File: src/rtl/and_chk_pkg.sv
// Shared types for the AND-unit checker: FSM encoding,
// default widths and a saturating counter helper.
package and_chk_pkg;

    localparam int DEF_WIDTH = 16;
    localparam int CNT_W     = 16;

    typedef enum logic [2:0] {
        ST_IDLE  = 3'd0,
        ST_RUN   = 3'd1,
        ST_DRAIN = 3'd2,
        ST_DONE  = 3'd3,
        ST_FAIL  = 3'd4
    } state_t;

    function automatic logic [CNT_W-1:0] sat_inc(
        input logic [CNT_W-1:0] v
    );
        return (v == '1) ? v : v + 1'b1;
    endfunction

endpackage

File: src/rtl/and_chk_cmp.sv
// Registered compare stage: holds one accepted vector and
// its precomputed match flag for one cycle.
// Ports: clk, rst_n, i_load, i_a/i_b/i_res in;
//        o_valid, o_match, o_a/o_b/o_res out.
module and_chk_cmp
    import and_chk_pkg::*;
#(
    parameter int WIDTH = DEF_WIDTH
) (
    input  logic             clk,
    input  logic             rst_n,
    input  logic             i_load,
    input  logic [WIDTH-1:0] i_a,
    input  logic [WIDTH-1:0] i_b,
    input  logic [WIDTH-1:0] i_res,
    output logic             o_valid,
    output logic             o_match,
    output logic [WIDTH-1:0] o_a,
    output logic [WIDTH-1:0] o_b,
    output logic [WIDTH-1:0] o_res
);

    logic             r_valid;
    logic             r_match;
    logic [WIDTH-1:0] r_a;
    logic [WIDTH-1:0] r_b;
    logic [WIDTH-1:0] r_res;

    always_ff @(posedge clk or negedge rst_n) begin
        if (!rst_n) begin
            r_valid <= 1'b0;
            r_match <= 1'b0;
            r_a     <= '0;
            r_b     <= '0;
            r_res   <= '0;
        end else begin
            r_valid <= i_load;
            if (i_load) begin
                r_match <= (i_res == (i_a & i_b));
                r_a     <= i_a;
                r_b     <= i_b;
                r_res   <= i_res;
            end
        end
    end

    assign o_valid = r_valid;
    assign o_match = r_match;
    assign o_a     = r_a;
    assign o_b     = r_b;
    assign o_res   = r_res;

endmodule

File: config.mk
export PLATFORM = sky130hd
export DESIGN_NAME = and_chk_cmp
export DESIGN_NICKNAME = d
export VERILOG_FILES = /design/src/rtl/and_chk_pkg.sv /design/src/rtl/and_chk_cmp.sv
export SDC_FILE = /design/constraint.sdc
export NUM_CORES = 1
export LEC_CHECK = 0
export CORE_ASPECT_RATIO = 1.4
export CORE_MARGIN = 10
export CORE_UTILIZATION = 30
export CTS_BUF_LIST = sky130_fd_sc_hd__clkbuf_16
export DETAILED_ROUTE_END_ITERATION = 7
export PLACE_DENSITY = 0.67
export SETUP_SLACK_MARGIN = 0.1
export SLEW_MARGIN = 10
export SYNTH_ARGS = -nofsm -noshare
export SYNTH_HDL_FRONTEND = slang
export SYNTH_SLANG_ARGS = --single-unit
File: constraint.sdc
create_clock -name clk -period 1.95 [get_ports clk]
set_input_delay 0.585 -clock clk [delete_from_list [all_inputs] [get_ports clk]]
set_output_delay 0.585 -clock clk [all_outputs]
set_load 0.05 [all_outputs]
==> results.txt, run 1 <==
Capturing point of the worst reg2reg path: o_a[14]
Clock power frac: 28.4%
Peak Freq: 618 MHz
IO Pins: 101
Final Core Density: 47.3%
Commonest non-fill, non-tap cell in the layout: buf_4
Mean Syn Cell Area: 14.5 um^2
Unique masters post-synth: 17
Worst min path class: input port to asynchronous set/reset pin
Critical path capture point type: register
Pint: 1940 uW
Post-route DRC: 0
Root Buffer: clkbuf_16
Critical Path Start Type: input port
Endpoints failing hold: 0
# rows: 36
Crit path max-delay cell type: clkdlybuf4s50_1
Routed vias: 1540
Max IR drop VDD: 0.000443 V
Post-synth top area share: 59.4%
R2r startpoint: o_a[14]
Post-DR wirelength/cell: 16.1 um
Critical Path AT: 1.80 ns
Hold buffer count at CTS: 0
Chip Height: 119 um
Area leader, netlist: dfrtp_1
Max-slew headroom: 81.8%
Clk_skew: 0 ns
Die Wd: 90.8 um
Total GRT Usage: 10.5%
First-pass detailed-route iteration total: 4
Tightest Pin Transition: 0.273 ns
Dpl cells: 339
Count of pins over their slew limit: 0
Antenna Cells: 0
Initial core utilization: 30.6%
# resized after CTS: 0
GRT Residual Overflow: 0
Clk sinks: 50
CTS clk-pin slew, worst paths: 0.06 ns
Crit path required time: 2.13 ns
Maximum root-to-sink buffer count: 2
RePlAce Congestion: 0.700
Max H-tree Level: 2
Final net count: 302
Post-Syn Area: 2110 um^2
Cells after synthesis: 145
Antenna violations before repair: 0
Worst R2R Path Depth: 1
DR vias/cell: 4.44
Yosys reg bits: 50
Status: complete, no violations
Syn nets: 196
Flop2flop setup slack: 1.19 ns
Largest net degree at the start of global routing: 51
RSZ-0062 raised after global routing: no
Layout cells sized above 1: 44.8%
Synth warnings: 0
Total Power: 2870 uW
Max Cap Viol: 0
Hpwl dp: 4.33 mm
Final setup viols: 0
I/O Buffers: 100
DRT iter0 DRCs: 41
CP top delay family: compound AO/OA/AOI/OAI gates
Final period util: 83.0%
Inserted Clock Buffers: 5
Sw frac: 32.5%
Sequential share of power: 41.4%
First-pass GRT wire length: 9.52 mm
Pwr dens: 881 nW/um^2
Register area share after synthesis: 59.4%
Cell area after placement: 3120 um^2
Min Tclk post-route: 1.62 ns
DIE AREA: 10800 um^2
Buf/Inv on CP: 1
Area grow syn2layout: 54.6%
CP max stage delay: 0.44 ns
Core area: 6890 um^2
Worst-path fanout max: 3
Most frequent cells in the layout: buf_4, dfrtp_1, mux2_2, clkdlybuf4s50_1, nand2_1
CP Cell Sequence: clkdlybuf4s50_1 > a21o_1 > a211oi_2 > nand4_1 > o41ai_2
Worst skew pair latency: 0.28 ns
Clock tree from TritonCTS: yes
Final hold slack: 0.288 ns
Switch Pwr: 932 uW
Final non-filler cell total: 347
Vias in the first global route: 1830
Drt total wl: 5.58 mm
CP Class: input port to register
Top post-synthesis cells by area: dfrtp_1, mux2_2, xor2_1, nand2_1, a211oi_2
Postcts setup bufs: 0
Post-route cell area: 3260 um^2
Leakage: 0.00145 uW
Comb power frac: 30.2%
Final ANT Viol Nets: 0
Filler cell count: 651
==> flip-flops by register name (all words and copies together) (netlist names) <==
signal,count
o_a,16
o_b,16
o_res,16
o_match,1
o_valid,1
==> power by group through the flow <==
stage / registers, uW / logic [uW] / clock network (uW)
after floorplan: 1570 / 156 / 0
after global placement: 1200 / 879 / 0
after detailed placement: 1210 / 881 / 0
after CTS: 1190 / 883 / 861
after global routing: 1200 / 917 / 886
final: 1190 / 866 / 815
==> cell families (layout without fill, tap and decap cells) <==
logic type             Yosys count  count (layout)  share of synthesized area, %
AND/OR/NAND/NOR                 20              20                          4.99
multiplexers                    48              48                          25.7
buffers and inverters            6             113                          1.48
flip-flops                      50              50                          59.4
XOR/XNOR                         8               8                          3.33
AO/OA/AOI/OAI                   13              13                          5.17
==> final cells by class <==
| cell class | count | area, um^2 | share of cell area (%) |
|---|---|---|---|
| sequential | 50 | 1250 | 38.4 |
| timing repair buffer | 104 | 921 | 28.3 |
| multi-input combinational | 89 | 825 | 25.3 |
| clock buffer | 5 | 125 | 3.84 |
| tap | 95 | 119 | 3.65 |
| clock inverter | 3 | 12.5 | 0.384 |
| inverter | 1 | 3.75 | 0.115 |
==> stage by stage <==
stage                     setup TNS [ns]  setup slack [ns]
after floorplan                        0             0.531
after global placement           -0.0443           -0.0443
after detailed placement         -0.0716           -0.0716
after CTS                              0             0.206
after global routing                   0             0.177
final                                  0             0.331
==> worst max path at each step <==
stage               depth (start not counted)     from      end
detailed placement                          5  i_a[14]  o_match
global route                                5  i_a[14]  o_match
global placement                            5  i_a[13]  o_match
finish                                      5  i_a[14]  o_match
CTS                                         5  i_a[14]  o_match
floorplan                                   4   i_a[2]  o_match
==> metal layers <==
metal  share of wire [%]  global-route usage [%]  wire length [um]  up-vias
met5                   0                       0                 0        -
met4                0.72                    2.65                40        0
met3                 7.7                    3.96               430        4
met2                  52                    18.1              2890       61
met1                  40                    12.0              2210      745
li1                    -                       -                 -      730
==> cells in the mapped netlist <==
cell / number
xor2_1: 8
nand2_1: 9
a21boi_0: 2
nand4_1: 3
and3b_1: 2
buf_2: 4
a211oi_2: 2
and3_1: 4
buf_4: 1
nand3_1: 2
mux2_2: 48
a21oi_1: 4
inv_1: 1
a21o_1: 2
o41ai_2: 1
dfrtp_1: 50
o22a_1: 2
(Power assumes the default switching activity.)
==> inputs of run 2 (changes only) <==
Clock period 1.95 ns to 1.55 ns, I/O delays scaled along.
==> results.txt, run 2 (same netlist as run 1, synthesis figures left out) <==
Status: complete, no violations (unchanged)
Chip Height: 119 um (unchanged)
Routed vias: 1592 (was 1540)
Final setup viols: 0 (unchanged)
Final ANT Viol Nets: 0 (unchanged)
Area grow syn2layout: 89.3% (was 54.6%)
First-pass detailed-route iteration total: 2 (was 4)
Min Tclk post-route: 1.36 ns
Total Power: 4150 uW (was 2870 uW)
Die Wd: 90.8 um (unchanged)
Final non-filler cell total: 351 (was 347)
Filler cell count: 569 (was 651)
Max-slew headroom: 81.2% (was 81.8%)
Commonest non-fill, non-tap cell in the layout: buf_12 (was buf_4)
CP Cell Sequence: dlygate4sd2_1 > a21o_1 > a211oi_2 > nand4_1 > o41ai_2 (was clkdlybuf4s50_1 > a21o_1 > a211oi_2 > nand4_1 > o41ai_2)
Worst min path class: input port to asynchronous set/reset pin (unchanged)
I/O Buffers: 100 (unchanged)
Vias in the first global route: 1777 (was 1830)
Peak Freq: 735 MHz
# rows: 36 (unchanged)
Antenna violations before repair: 0 (unchanged)
Critical Path Start Type: input port (unchanged)
Post-route DRC: 0 (unchanged)
Worst skew pair latency: 0.28 ns (about the same)
RePlAce Congestion: 0.689 (was 0.700)
Hold buffer count at CTS: 0 (unchanged)
Critical path capture point type: register (unchanged)
Max Cap Viol: 0 (unchanged)
Area of the multi-input gates: 833 um^2 (was 825 um^2)
Worst-path fanout max: 3 (unchanged)
Crit path max-delay cell type: o41ai_2 (was clkdlybuf4s50_1)
FF/Latch Area: 1250 um^2 (unchanged)
Clock tree from TritonCTS: yes (unchanged)
Leakage: 0.00191 uW (was 0.00145 uW)
CP Class: input port to register (unchanged)
Initial core utilization: 30.6% (unchanged)
First-pass GRT wire length: 9.79 mm (was 9.52 mm)
Post-route cell area: 3990 um^2 (was 3260 um^2)
Largest net degree at the start of global routing: 51 (unchanged)
Layout cells sized above 1: 46.9% (was 44.8%)
Critical Path AT: 1.54 ns (was 1.80 ns)
RSZ-0062 raised after global routing: no (unchanged)
Total GRT Usage: 11.2% (was 10.5%)
DRT iter0 DRCs: 30 (was 41)
Final period util: 87.8%
Most frequent cells in the layout: buf_12, dfrtp_1, mux2_2 (was buf_4, dfrtp_1, mux2_2, clkdlybuf4s50_1, nand2_1)
Crit path required time: 1.73 ns (was 2.13 ns)
Final hold slack: 0.158 ns (was 0.288 ns)
Worst setup margin: 0.190 ns (was 0.331 ns)
Pwr dens: 1040 nW/um^2 (was 881 nW/um^2)
Cell area after placement: 3810 um^2 (was 3120 um^2)
Maximum root-to-sink buffer count: 2 (unchanged)
Final net count: 307 (was 302)
Endpoints failing hold: 0 (unchanged)
Clk_skew: 0 ns (unchanged)
Inserted Clock Buffers: 5 (unchanged)
DR vias/cell: 4.54 (was 4.44)
Post-place setup slack: -0.396 ns (was -0.0716 ns)
Tightest Pin Transition: 0.281 ns (was 0.273 ns)
Core area: 6890 um^2 (unchanged)
Max IR drop VDD: 0.000614 V (was 0.000443 V)
IO Pins: 101 (unchanged)
Post-DR wirelength/cell: 17.1 um (was 16.1 um)
DIE AREA: 10800 um^2 (unchanged)
Launch point of the worst path: i_a[14] (unchanged)
Root Buffer: clkbuf_16 (unchanged)
Count of pins over their slew limit: 0 (unchanged)
Clk sinks: 50 (unchanged)
CTS clk-pin slew, worst paths: 0.06 ns (about the same)
R2r startpoint: o_res[5] (was o_a[14])
Antenna Cells: 0 (unchanged)
Hpwl dp: 4.85 mm (was 4.33 mm)
GRT Residual Overflow: 0 (unchanged)
Flop2flop setup slack: 0.74 ns (was 1.19 ns)
Dpl cells: 344 (was 339)
Drt total wl: 6.00 mm (was 5.58 mm)
CP max stage delay: 0.28 ns (was 0.44 ns)
Max H-tree Level: 2 (unchanged)
[run 2: cell types whose count changed in the layout (fill, tap and decap cells not counted), moves of 17 or more]
| cell | previous run | this run |
|---|---|---|
| buf_12 | 2 | 54 |
| buf_4 | 52 | 5 |
| clkdlybuf4s50_1 | 48 | 7 |
| dlygate4sd2_1 | 0 | 24 |
| dlymetal6s2s_1 | 0 | 17 |
[run 2: timing repair]
action / in CTS / in global routing
hold endpoints to repair: 0 / 0
pin swaps: 13 / 9
setup buffers: 0 / 0
setup endpoints to repair: 1 / 1
gates resized for setup: 25 / 19
[run 2: area by class of cell]
| class | instances | share of cell area, % |
|---|---|---|
| clock buffers | 5 | 3.14 |
| flip-flops and latches | 50 | 31.4 |
| well taps | 95 | 2.98 |
| multi-input cells | 89 | 20.9 |
| clock inverters | 2 | 0.847 |
| inverters | 1 | 0.0941 |
| repair buffers | 109 | 40.7 |
[run 2: final timing paths]
| path | depth (start not counted) | to |
|---|---|---|
| min reg2reg | 1 | o_b[2] |
| max reg2reg | 1 | o_res[5] |
| max in group asynchronous | 2 | o_res[3] |
| max | 5 | o_match |
| min | 2 | o_a[4] |
| min in group clk | 1 | o_valid |
[run 2: layer usage]
layer	GRT usage (%)	share of wire, %	vias up
met5	0	0	-
met2	20.2	54	61
met4	2.95	1.3	0
met1	11.8	36	782
li1	-	-	741
met3	4.53	8.2	8
[run 2: report_power, final]
part	internal, uW	switching (uW)	total (uW)	leakage [uW]
registers	1430	132	1560	0.000587
clock network	746	440	1190	0.0000773
logic	724	680	1400	0.00124
total	2900	1250	4150	0.00191
[run 2: critical path, delay by kind of cell]
| kind | cells | cell delay, ns |
|---|---|---|
| AO/OA/AOI/OAI | 3 | 0.68 |
| buffers and inverters | 1 | 0.25 |
| AND/OR/NAND/NOR | 1 | 0.14 |
[run 2: metrics by stage]
stage	setup TNS (ns)	util, %
6_report	0	57.9
4_1_cts	0	57.2
2_1_floorplan	0	-
5_1_grt	0	57.9
3_3_place_gp	-0.380	55.2
3_5_place_dp	-0.396	55.2
==> inputs of run 3 (changes only) <==
Settings changed: ABC_CLOCK_PERIOD_IN_PS from default to 1550, CORE_ASPECT_RATIO 1.4 to default.
==> results.txt, run 3 (same netlist as run 1, synthesis figures left out) <==
Final ANT Viol Nets: 0 (unchanged)
CP max stage delay: 0.41 ns (was 0.28 ns)
Critical Path AT: 0.86 ns (was 1.54 ns)
Max Cap Viol: 0 (unchanged)
Routed vias: 1567 (was 1592)
Launch point of the worst path: o_b[9] (was i_a[14])
Root Buffer: clkbuf_16 (unchanged)
Vias in the first global route: 1766 (was 1777)
Count of pins over their slew limit: 0 (unchanged)
Final period util: 85.5% (was 87.8%)
RePlAce Congestion: 0.710 (was 0.689)
Leakage: 0.00196 uW (was 0.00191 uW)
Critical path capture point type: primary output (was register)
DR vias/cell: 4.46 (was 4.54)
Peak Freq: 755 MHz (was 735 MHz)
Status: complete, no violations (unchanged)
Post-route cell area: 3980 um^2 (was 3990 um^2)
Die Wd: 104 um (was 90.8 um)
Antenna Cells: 0 (unchanged)
Pwr dens: 1050 nW/um^2 (was 1040 nW/um^2)
Worst R2R Path Depth: 1 (unchanged)
CP Class: register to primary output (was input port to register)
Aggregate negative setup slack: 0 ns (unchanged)
Buf/Inv on CP: 1 (unchanged)
Layout cells sized above 1: 45.5% (was 46.9%)
Postcts setup bufs: 0 (unchanged)
Crit path required time: 1.08 ns (was 1.73 ns)
Hpwl dp: 4.87 mm (was 4.85 mm)
Max IR drop VDD: 0.000582 V (was 0.000614 V)
Core area: 6790 um^2 (was 6890 um^2)
Final hold slack: 0.125 ns (was 0.158 ns)
R2r startpoint: o_b[9] (was o_res[5])
Met1 GRT Util: 12.6% (was 11.8%)
Total Power: 4160 uW (was 4150 uW)
Worst skew pair latency: 0.28 ns (about the same)
Chip Height: 104 um (was 119 um)
Endpoints failing hold: 0 (unchanged)
Commonest non-fill, non-tap cell in the layout: buf_12 (unchanged)
Critical Path Start Type: register (was input port)
Met2 Track Usage GR: 19.1% (was 20.2%)
Largest net degree at the start of global routing: 30 (was 51)
Total GRT Usage: 11.2% (about the same)
End of the critical path: o_b[9] (was o_match)
Tightest Pin Transition: 0.458 ns (was 0.281 ns)
IO Pins: 101 (unchanged)
Area grow syn2layout: 88.7% (was 89.3%)
Capturing point of the worst reg2reg path: o_b[9] (was o_res[5])
Clk sinks: 50 (unchanged)
Crit path max-delay cell type: dfrtp_1 (was o41ai_2)
Max H-tree Level: 2 (unchanged)
I/O Buffers: 100 (unchanged)
RSZ-0062 raised after global routing: no (unchanged)
CTS clk-pin slew, worst paths: 0.07 ns (was 0.06 ns)
CP top delay family: flip-flops (was compound AO/OA/AOI/OAI gates)
Worst-path fanout max: 2 (was 3)
Busiest grt layer: met2 (unchanged)
Most frequent cells in the layout: buf_12, dfrtp_1, mux2_2 (unchanged)
Clock tree from TritonCTS: yes (unchanged)
Antenna violations before repair: 0 (unchanged)
First-pass detailed-route iteration total: 2 (unchanged)
Initial core utilization: 31.0% (was 30.6%)
Cell area after placement: 3780 um^2 (was 3810 um^2)
Maximum root-to-sink buffer count: 2 (unchanged)
Final Core Density: 58.5% (was 57.9%)
Max-slew headroom: 69.5% (was 81.2%)
Inserted Clock Buffers: 5 (unchanged)
First-pass GRT wire length: 9.87 mm (was 9.79 mm)
Flop2flop setup slack: 0.75 ns (was 0.74 ns)
Final net count: 305 (was 307)
Drt total wl: 6.09 mm (was 6.00 mm)
CP Cell Sequence: buf_12 (was dlygate4sd2_1 > a21o_1 > a211oi_2 > nand4_1 > o41ai_2)
Hold buffer count at CTS: 0 (unchanged)
Final setup viols: 0 (unchanged)
DRT iter0 DRCs: 30 (unchanged)
Number of cells on the critical path: 1 (was 5)
Post-route DRC: 0 (unchanged)
Clk_skew: 0 ns (unchanged)
GRT Residual Overflow: 0 (unchanged)
DIE AREA: 10800 um^2 (about the same)
Worst min path class: input port to asynchronous set/reset pin (unchanged)
# rows: 30 (was 36)
Min Tclk post-route: 1.32 ns (was 1.36 ns)
Post-DR wirelength/cell: 17.4 um (was 17.1 um)
Met3 Use GR: 5.08% (was 4.53%)
[run 3: cell count changes in the layout (fill, tap and decap cells not counted), sizes merged]
cell           change
buf                -2
clkinv             -1
dlygate4sd2        -1
inv                +2
clkdlybuf4s15      +1
clkdlybuf4s50      -7
dlymetal6s2s       +7
[run 3: worst min path at each step]
stage / startpoint / end / slack [ns]
2_1_floorplan: rst_n / o_a[0] / 0.17
3_3_place_gp: rst_n / o_a[13] / 0.43
3_5_place_dp: rst_n / o_a[13] / 0.44
4_1_cts: rst_n / o_a[13] / 0.14
5_1_grt: rst_n / o_res[13] / 0.15
6_report: rst_n / o_a[13] / 0.13
[run 3: power by group]
group,switching (uW),total [uW],internal [uW]
clock network,451,1200,750
registers,132,1560,1430
logic,680,1390,714
[run 3: final cells by class]
| type | count | area [um^2] |
|---|---|---|
| Sequential cell | 50 | 1250 |
| Clock buffer | 5 | 125 |
| Timing Repair Buffer | 107 | 1610 |
| Inverter | 1 | 3.75 |
| Fill cell | 550 | 2820 |
| Tap cell | 96 | 120 |
| Clock inverter | 3 | 37.5 |
| Multi-Input combinational cell | 89 | 825 |
[run 3: per-stage QoR]
stage | instances | worst slack [ns]
after detailed placement | 343 | -0.383
after CTS | 351 | 0.106
after global placement | 343 | -0.298
final | 351 | 0.225
after floorplan | 145 | 0.251
after global routing | 351 | 0.103
[run 3: per-layer routing]
layer | up-vias | part of all wire [%] | wire length (um)
li1 | 737 | - | -
met1 | 765 | 41 | 2480
met2 | 58 | 50 | 3070
met3 | 7 | 7.7 | 471
met4 | 0 | 1.1 | 67
met5 | - | 0 | 0
[run 3: repair_timing]
item	CTS	global route
pin swaps	8	16
resized for setup	25	24
endpoints found under the setup margin	1	1
